$ cat src/rtl/plu_ctrl_pkg.sv
// rtl/plu_ctrl_pkg.sv - shared types and constants for the PLU sequencing controller
package plu_ctrl_pkg;

    typedef enum logic [2:0] {
        IDLE = 3'd0,
        LOAD = 3'd1,
        MUL  = 3'd2,
        ADD  = 3'd3,
        ACT  = 3'd4,
        FIN  = 3'd5
    } plu_state_t;

    localparam int PLU_STAGES = 4;
    localparam int ITER_W_DEF = 4;

endpackage

$ cat src/rtl/plu_controller.sv
// rtl/plu_controller.sv - multi-pass stage sequencer for one 4-input PLU datapath
// Optional: PLU_CTRL_ABORT_EN adds an abort input that returns the FSM to IDLE.
module plu_controller
    import plu_ctrl_pkg::*;
#(
    parameter int ITER_W = ITER_W_DEF
) (
    input  logic              clk,
    input  logic              rst_n,
    input  logic              start,
    input  logic [ITER_W-1:0] num_iter,
`ifdef PLU_CTRL_ABORT_EN
    input  logic              abort,
`endif
    output logic              busy,
    output logic              done,
    output logic              w_we,
    output logic              a_we,
    output logic              a_sel,
    output logic              r1_we,
    output logic              r2_we,
    output logic              r3_we,
    output logic [ITER_W-1:0] iter_cnt
);

    plu_state_t        state, state_nx;
    logic [ITER_W-1:0] iter_nx;
    logic [ITER_W-1:0] n_lat, n_nx;
    logic              abort_i;

`ifdef PLU_CTRL_ABORT_EN
    assign abort_i = abort;
`else
    assign abort_i = 1'b0;
`endif

    always_ff @(posedge clk or negedge rst_n) begin
        if (!rst_n) begin
            state    <= IDLE;
            iter_cnt <= '0;
            n_lat    <= '0;
        end else begin
            state    <= state_nx;
            iter_cnt <= iter_nx;
            n_lat    <= n_nx;
        end
    end

    always_comb begin
        state_nx = state;
        iter_nx  = iter_cnt;
        n_nx     = n_lat;
        if (state == IDLE) begin
            // abort takes priority over a simultaneous start
            if (start && !abort_i) begin
                state_nx = LOAD;
                iter_nx  = '0;
                n_nx     = (num_iter == '0) ? ITER_W'(1) : num_iter;
            end
        end else if (abort_i) begin
            state_nx = IDLE;
            iter_nx  = '0;
        end else begin
            case (state)
                LOAD:    state_nx = MUL;
                MUL:     state_nx = ADD;
                ADD:     state_nx = ACT;
                ACT: begin
                    if (iter_cnt == n_lat - ITER_W'(1)) begin
                        state_nx = FIN;
                    end else begin
                        state_nx = LOAD;
                        iter_nx  = iter_cnt + ITER_W'(1);
                    end
                end
                FIN:     state_nx = IDLE;
                default: state_nx = IDLE;
            endcase
        end
    end

    // Moore decode: outputs depend only on registered state and iter_cnt
    always_comb begin
        busy  = 1'b0;
        done  = 1'b0;
        w_we  = 1'b0;
        a_we  = 1'b0;
        a_sel = 1'b0;
        r1_we = 1'b0;
        r2_we = 1'b0;
        r3_we = 1'b0;
        case (state)
            LOAD: begin
                busy  = 1'b1;
                a_we  = 1'b1;
                w_we  = (iter_cnt == '0);
                a_sel = (iter_cnt != '0);
            end
            MUL: begin
                busy  = 1'b1;
                r1_we = 1'b1;
            end
            ADD: begin
                busy  = 1'b1;
                r2_we = 1'b1;
            end
            ACT: begin
                busy  = 1'b1;
                r3_we = 1'b1;
            end
            FIN:     done = 1'b1;
            default: ;
        endcase
    end

endmodule
$ cat config.mk
export PLATFORM = sky130hd
export DESIGN_NAME = plu_controller
export DESIGN_NICKNAME = d
export VERILOG_FILES = /design/src/rtl/plu_ctrl_pkg.sv /design/src/rtl/plu_controller.sv
export SDC_FILE = /design/constraint.sdc
export NUM_CORES = 1
export LEC_CHECK = 0
export CAP_MARGIN = 20
export CORE_MARGIN = 2
export CORE_UTILIZATION = 34
export CTS_CLUSTER_DIAMETER = 120
export DETAILED_ROUTE_END_ITERATION = 16
export PLACE_DENSITY = 0.61
export SLEW_MARGIN = 20
export SYNTH_ARGS = -nofsm -noshare
export SYNTH_HDL_FRONTEND = slang
export SYNTH_SLANG_ARGS = --single-unit
$ cat constraint.sdc
create_clock -name clk -period 2 [get_ports clk]
set_input_delay 0.4 -clock clk [delete_from_list [all_inputs] [get_ports clk]]
set_output_delay 0.4 -clock clk [all_outputs]
set_load 0.005 [all_outputs]
==> results of run 1 <==
[per-stage QoR]
step / power, mW / setup TNS (ns) / hold WS, ns
floorplan: 0.952 / 0 / 0.104
global placement: 1.38 / 0 / 0.484
detailed placement: 1.39 / -0.00496 / 0.491
CTS: 1.60 / 0 / 0.489
global route: 1.75 / 0 / 0.502
finish: 1.60 / 0 / 0.464
[what timing repair did]
item                                    4_1_cts  5_1_grt
hold endpoints to repair                      0        0
pin swaps                                     1        0
setup buffers                                 4        0
endpoints found under the setup margin        7        4
hold buffers                                  0        0
cloned                                        0        0
resized for setup                            10        8
[metal layers]
layer	routed length, um	vias up	GRT usage
li1	-	362	-
met1	815	327	0.201
met2	973	12	0.294
met3	79	2	0.0625
met4	21	0	0.0586
met5	0	-	0
[registers in the layout (all words and copies together) (netlist names)]
register / count
state: 3
iter_cnt: 4
n_lat: 4
[where the power goes]
| part | internal [mW] | leakage [nW] | switching (mW) |
|---|---|---|---|
| clock | 0.0774 | 0.0150 | 0.0809 |
| sequential | 0.314 | 0.141 | 0.0674 |
| combinational | 0.542 | 0.399 | 0.515 |
[Yosys cell counts, types with 2 or more instances]
cell and count:
nand4_1 2, o21ai_0 4, clkbuf_1 2, xor2_1 3, nor2_1 5, nor3_1 3
a21oi_1 2, ha_1 3, nand2b_1 2, inv_1 8, dfrtp_1 11, o211ai_1 4
xnor2_1 2, nand3_1 2, nand2_1 10
[cells by family (layout without fill, tap and decap cells)]
group,after synthesis,in the layout,share of synthesized area
AO/OA/AOI/OAI,17,17,0.171
XOR/XNOR,6,6,0.0897
adder cells (fa/ha/maj),3,3,0.0508
buffers and inverters,11,45,0.0609
flip-flops,11,11,0.372
AND/OR/NAND/NOR,34,34,0.256
[worst paths after layout]
kind | startpoint | endpoint | slack, ns | cells after the start
setup reg to reg | state[2] | iter_cnt[3] | 0.11 | 6
hold reg to reg | n_lat[3] | n_lat[3] | 0.50 | 2
setup / recovery | state[0] | r3_we | 0.08 | 4
min in group clk | n_lat[3] | n_lat[3] | 0.50 | 2
max in group asynchronous | rst_n | state[2] | 1.16 | 1
hold / removal | rst_n | state[1] | 0.46 | 1
[critical path: stages (launching register included)]
cell	delay (ns)
dfrtp_1	0.39
buf_4	0.16
or3b_4	0.40
inv_2	0.07
dlygate4sd2_1	0.23
[area by class of cell]
| class | instances | area [sq um] | share of cell area |
|---|---|---|---|
| Sequential cell | 11 | 277 | 0.253 |
| Inverter | 8 | 30.0 | 0.0275 |
| Multi-Input combinational cell | 60 | 440 | 0.403 |
| Timing Repair Buffer | 33 | 287 | 0.262 |
| Clock buffer | 4 | 26.3 | 0.0240 |
| Tap cell | 27 | 33.8 | 0.0309 |
==> results.txt, run 1 <==
From synthesis to final layout, the design area changed by 47.9%. Data on the critical path is required at its endpoint by 1.60 ns. For this run, design rule violations remaining after detail routing come to 0. The run gives 703 as the total number of vias. The share of final-layout standard cells stronger than drive strength 1 is 0.267.

After routing the design area is 1090 sq um. The portion of the post-synthesis area used by sequential elements was 0.372; the number of vias per cell was 4.92. Remaining max-slew budget at the tightest pin: 0.652. The logs give 11 for the TritonCTS sink count and 19 for the total I/O pin count. The proportion of register bits with asynchronous set or reset after synthesis came out at 1.00. The number of global-route vias before repair was 731; the row count was 16.

The logs give 2560 sq um for the overall die area and 7 for the violation count after the first detailed-routing iteration. The total track usage came out at 0.174. The core region is 2000 sq um.

Number of pins with negative max-slew slack in the final report: 0. Summing all placed instances gives a cell area of 1020 sq um. In the synthesized netlist, the number of instances is 82.

Worst setup path category: register to output pin. For the worst setup path, the data arrival time is 1.52 ns. After detailed placement, the design holds a cell count of 135. By area the synthesized netlist is led by dfrtp_1, ha_1, nand2_1. The number of setup violations in the final report was 0; the global-route wire length before repair was 3.26 mm. For the layout net count, the log shows 127. Counting the fill cells in the layout gives 198. The sum of overflow across all layers after global routing is 0.

Before antenna repair, the detailed router went through 4 iterations. The clock-pin slew on the worst setup and hold paths was 0.08 ns; the die extent in y was 50.6 um. TritonCTS built the clock tree. In this run the worst hold path is classified as primary input to asynchronous set/reset pin. Clock root buffer master: clkbuf_4.

Among all flip-flop cells after synthesis, the most frequent one is dfrtp_1. In this run the worst path has a maximum fanout of 7. The clock tree skew after final layout was 0.00602 ns; the count of yosys warnings during synthesis was 0. The element type at the critical path start is a register. The die is 50.6 um wide.

The worst-case IR drop observed on VDD is 0.000719 V. Setup repair after global routing left no endpoint under its margin. Once detailed placement completed, the half-perimeter wirelength came to 1.33 mm. The largest area contributor in the synthesized netlist was dfrtp_1. The number of enable flip-flop cells after synthesis works out to 0. Average footprint of a synthesized cell: 9.02 sq um. After layout, the minimum clock period comes to 1.92 ns. The number of storage elements in the synthesis netlist was 11.

The library cell used most frequently in the layout, excluding fill and tap cells, is buf_4. The run finished with clean final reports. The starting utilization of the core area came out at 0.369.

The number of antenna violations at the first check in global routing is 0, and the final clock period utilization by the worst path is 0.959. Dividing the detail-routed wire length by the instance count gives 13.2 um. Count of H-tree levels built during CTS: 1. The logs give 0 for the max-capacitance violation count and 0 for the total count of hold-check failures in the final report. Entering global routing, the biggest net connects 12 pins.

The count of nets left with antenna violations once routing finished came out at 0. The synthesized netlist occupies a cell area of 739 sq um. Clock tree synthesis inserted a total of 3 buffers.

The share of the core filled with cells was 0.546. After the flow finishes, the layout carries non-filler instances totaling 143. Counting every net in the synthesized netlist gives 92. For this design the ratio of total power to cell area is 1460 nW/um^2. The portion of synthesized cell area occupied by the leading cell type works out to 0.372. Setup slack on the critical path of the routed design comes to 0.0823 ns.

The final layout contains routed wiring with a total length of 1.89 mm. The tools report the post-placement setup slack as -0.00496 ns. Static timing analysis puts the maximum clock frequency at 0.521 GHz.

In the layout the commonest cells are buf_4, nand2_1, clkdlybuf4s50_1, dfrtp_1, inv_1. At the pin with the least slew margin, the transition time is 0.520 ns. Clock latency on the worst-skew pair, taken at its later pin, is 0.28 ns. In this run the static leakage power is 0.555 nW. For the count of unique library cells instantiated by Yosys, the log shows 34. Counting along the longest clock path gives a buffer depth of 2. During placement, the flow inserted port buffers numbering 18. The tools report the final antenna diode count as 0. Capturing element type of the critical path: an output pin.

At the end of routability-driven placement, the weighted congestion stood at 0.787.
Power figures use the tool's default switching activity.
==> run 2, diff against run 1 <==
--- a/config.mk
+++ b/config.mk
@@ -8,6 +8,7 @@
 export CAP_MARGIN = 20
 export CORE_MARGIN = 2
 export CORE_UTILIZATION = 34
+export CTS_BUF_LIST = sky130_fd_sc_hd__clkbuf_2
 export CTS_CLUSTER_DIAMETER = 120
 export DETAILED_ROUTE_END_ITERATION = 16
 export PLACE_DENSITY = 0.61
==> run 2 against run 1 <==
Net effect:
- clock skew is 0.0012 ns higher
- design area is 1.9% lower
- critical path depth is 2 higher
- combinational power hardly changed
- highest routed layer unchanged
==> results.txt, run 2 (synthesis results as in run 1) <==
The flow ran to the end, and the final reports show no timing, DRC or antenna violations. The number of filler cells placed in the layout was 202 (+2.0%); the total number of vias was 696 (-1.0%). The max-capacitance violation count was 0 (unchanged); the number of cells traversed by the worst register-to-register path was 6 (unchanged).

The run gives 0 ns (unchanged) as the final setup TNS. The global-route wire length before repair is 3.25 mm (-0.21%), and the wire length per cell is 13.0 um (-1.3%). The total track usage is 0.173 (-0.000624). TritonCTS built the clock tree. In this run the worst setup path begins at state[2].

The worst setup path is of the register to register kind. The run gives 0.895 mW (-4.2%) as the total internal power. The instance count after placement with tap cells included was 135 (unchanged); the count of H-tree levels built during CTS was 1 (unchanged). The sequential cell area is 277 sq um (unchanged), and the violation count after the first detailed-routing iteration is 11 (+4). The overall die area came out at 2560 sq um (unchanged). Capturing element type of the critical path: a register. The net switching fraction of the power is 0.424 (+0.00894), and the clock-pin slew on the worst setup and hold paths is 0.12 ns (+0.04 ns).

The tools report the standby leakage power as 0.537 nW (-3.3%). For the detailed placement HPWL, the log shows 1.33 mm (unchanged). The most frequent cell on the critical path is buf_4. The total power per unit cell area was 1450 nW/um^2 (-0.76%). In the layout the commonest cells are buf_4, nand2_1, clkdlybuf4s50_1, dfrtp_1. The run gives 0 (unchanged) as the number of antenna violations at the first check in global routing.

The tools report the clock insertion delay at the later pin of the skew report as 0.27 ns (about the same). The run gives 142 (-0.70%) as the number of non-filler instances in the completed layout. The logs give 0.659 mW (-0.60%) for the switching power of the nets and 0.652 (about the same) for the remaining max-slew budget at the tightest pin.

The core region area was 2000 sq um (unchanged); the sum of overflow across all layers after global routing was 0 (unchanged). The number of global-route vias before repair was 729 (-0.27%); the number of buffers created by CTS was 3 (unchanged). The terminus of the critical flop-to-flop path was iter_cnt[3].

The most common cell after layout, fill and taps aside is buf_4. Setup repair after global routing left no endpoint under its margin. For the maximum vdd ir drop, the log shows 0.000723 V (+0.65%). The number of vias per cell works out to 4.90 (-0.30%).

The worst hold path belongs to the class primary input to asynchronous set/reset pin. Element type at the critical path start: a register. The maximum buffer depth of the clock tree was 2 (unchanged); the minimum clock period was 1.89 ns (-0.0237 ns). The total count of hold-check failures in the final report is 0 (unchanged), and the share of final-layout standard cells stronger than drive strength 1 is 0.278 (+0.0110). The tools report the aggregate routed wire length as 1.85 mm (-2.0%). The peak per-stage delay on the critical path is 0.51 ns (+0.11 ns). The data arrival time of the critical path was 2.07 ns (+0.55 ns). The number of setup violations in the final report was 0 (unchanged). The largest net degree at the start of global routing is 12 (unchanged). Final antenna diode count: 0 (unchanged). The maximum clock frequency is 0.528 GHz (+1.3%), and the part of the total power dissipated in sequential elements is 0.245 (+0.006).

For the number of pins with negative max-slew slack in the final report, the log shows 0 (unchanged). The die extent in y was 50.6 um (unchanged). Count of buffers inserted at the top-level ports: 18 (unchanged). The tools report the TritonCTS sink count as 11 (unchanged). Clock tree skew after final layout: 0.00721 ns (+0.00119 ns).

The number of antenna-violating nets in the routed design was 0 (unchanged). The largest registers in the layout are iter_cnt (4), n_lat (4), state (3). The slew at the pin with the worst max-slew slack is 0.520 ns (-0.000396 ns).

Walking the worst path, the cells encountered are buf_4 -> buf_4 -> buf_4 -> or4b_4 -> and4_4 -> a211o_1. The clock root buffer master is clkbuf_2. The area growth from synthesis to layout is 45.0%. Cell with the largest stage delay on the worst path: or4b_4.

The startpoint of the most critical register-to-register path was state[2]. The number of iterations in the first detailed-routing pass is 4 (unchanged), and the layout net count is 126 (-0.79%). The data required time at the worst endpoint was 2.17 ns (+0.57 ns); the post-route DRC violation count was 0 (unchanged). The tools report the register-to-register path setup slack as 0.11 ns (about the same).

Clock network fraction of design power: 0.086 (-0.013). The total power consumption of the routed design is 1.55 mW (-2.7%). The die outline width was 50.6 um (unchanged). The multi-input logic area is 440 sq um (unchanged), and the fraction of power consumed by combinational cells is 0.668 (+0.006). The logs give 0.787 (unchanged) for the final estimated routing congestion in global placement and 0.369 (unchanged) for the starting utilization of the core area. The most critical setup path has its endpoint at iter_cnt[3]. The total I/O pin count was 19 (unchanged); the final clock period utilization by the worst path was 0.947 (-0.0118). The biggest fanout along the worst timing path is 5 (-2). The row count was 16 (unchanged).
[run 2: per-stage QoR]
stage               instance area [sq um]  setup slack [ns]  hold slack, ns  utilization
floorplan                             739             0.300           0.104            -
global placement                     1020            0.0309           0.484        0.510
detailed placement                   1020          -0.00496           0.491        0.510
CTS                                  1070            0.0191           0.476        0.535
global route                         1070            0.0204           0.478        0.536
finish                               1070             0.106           0.456        0.536
[run 2: worst max-delay path: cells and delay by family (launching register included)]
family | cells | cell delay (ns)
AND/OR/NAND/NOR | 2 | 0.70
buffers and inverters | 3 | 0.40
AO/OA/AOI/OAI | 1 | 0.26
flip-flops | 1 | 0.44
[run 2: power by group through the flow]
stage          Sequential, mW  Combinational [mW]  Clock, mW
4_1_cts                 0.380                1.04      0.139
3_5_place_dp            0.388                1.01          0
3_3_place_gp            0.384               0.993          0
6_report                0.382                1.04      0.134
5_1_grt                 0.397                1.16      0.152
2_1_floorplan           0.408               0.543          0
[run 2: timing repair]
item | in CTS | in global routing
pin swaps | 0 | 0
buffers inserted | 3 | 0
resized for setup | 11 | 9
setup endpoints to repair | 8 | 4
hold buffers | 0 | 0
[run 2: worst min-delay path by stage]
stage	startpoint	slack, ns	endpoint
final	rst_n	0.46	state[1]
after global routing	rst_n	0.48	n_lat[0]
after CTS	rst_n	0.48	n_lat[0]
after detailed placement	n_lat[3]	0.49	n_lat[3]
after global placement	n_lat[3]	0.48	n_lat[3]
after floorplan	rst_n	0.10	iter_cnt[0]
[run 2: layer usage]
layer | track usage | up-vias | routed length [um] | part of all wire
met3 | 0.0625 | 2 | 79 | 0.043
met2 | 0.292 | 12 | 933 | 0.50
met5 | 0 | - | 0 | 0
met1 | 0.201 | 321 | 818 | 0.44
li1 | - | 361 | - | -
met4 | 0.0586 | 0 | 21 | 0.011
[run 2: cell type report]
cell class              instances  share of cell area
inverters                       8              0.0280
flip-flops and latches         11               0.258
well taps                      27              0.0315
repair buffers                 32               0.253
clock buffers                   4              0.0187
multi-input cells              60               0.411
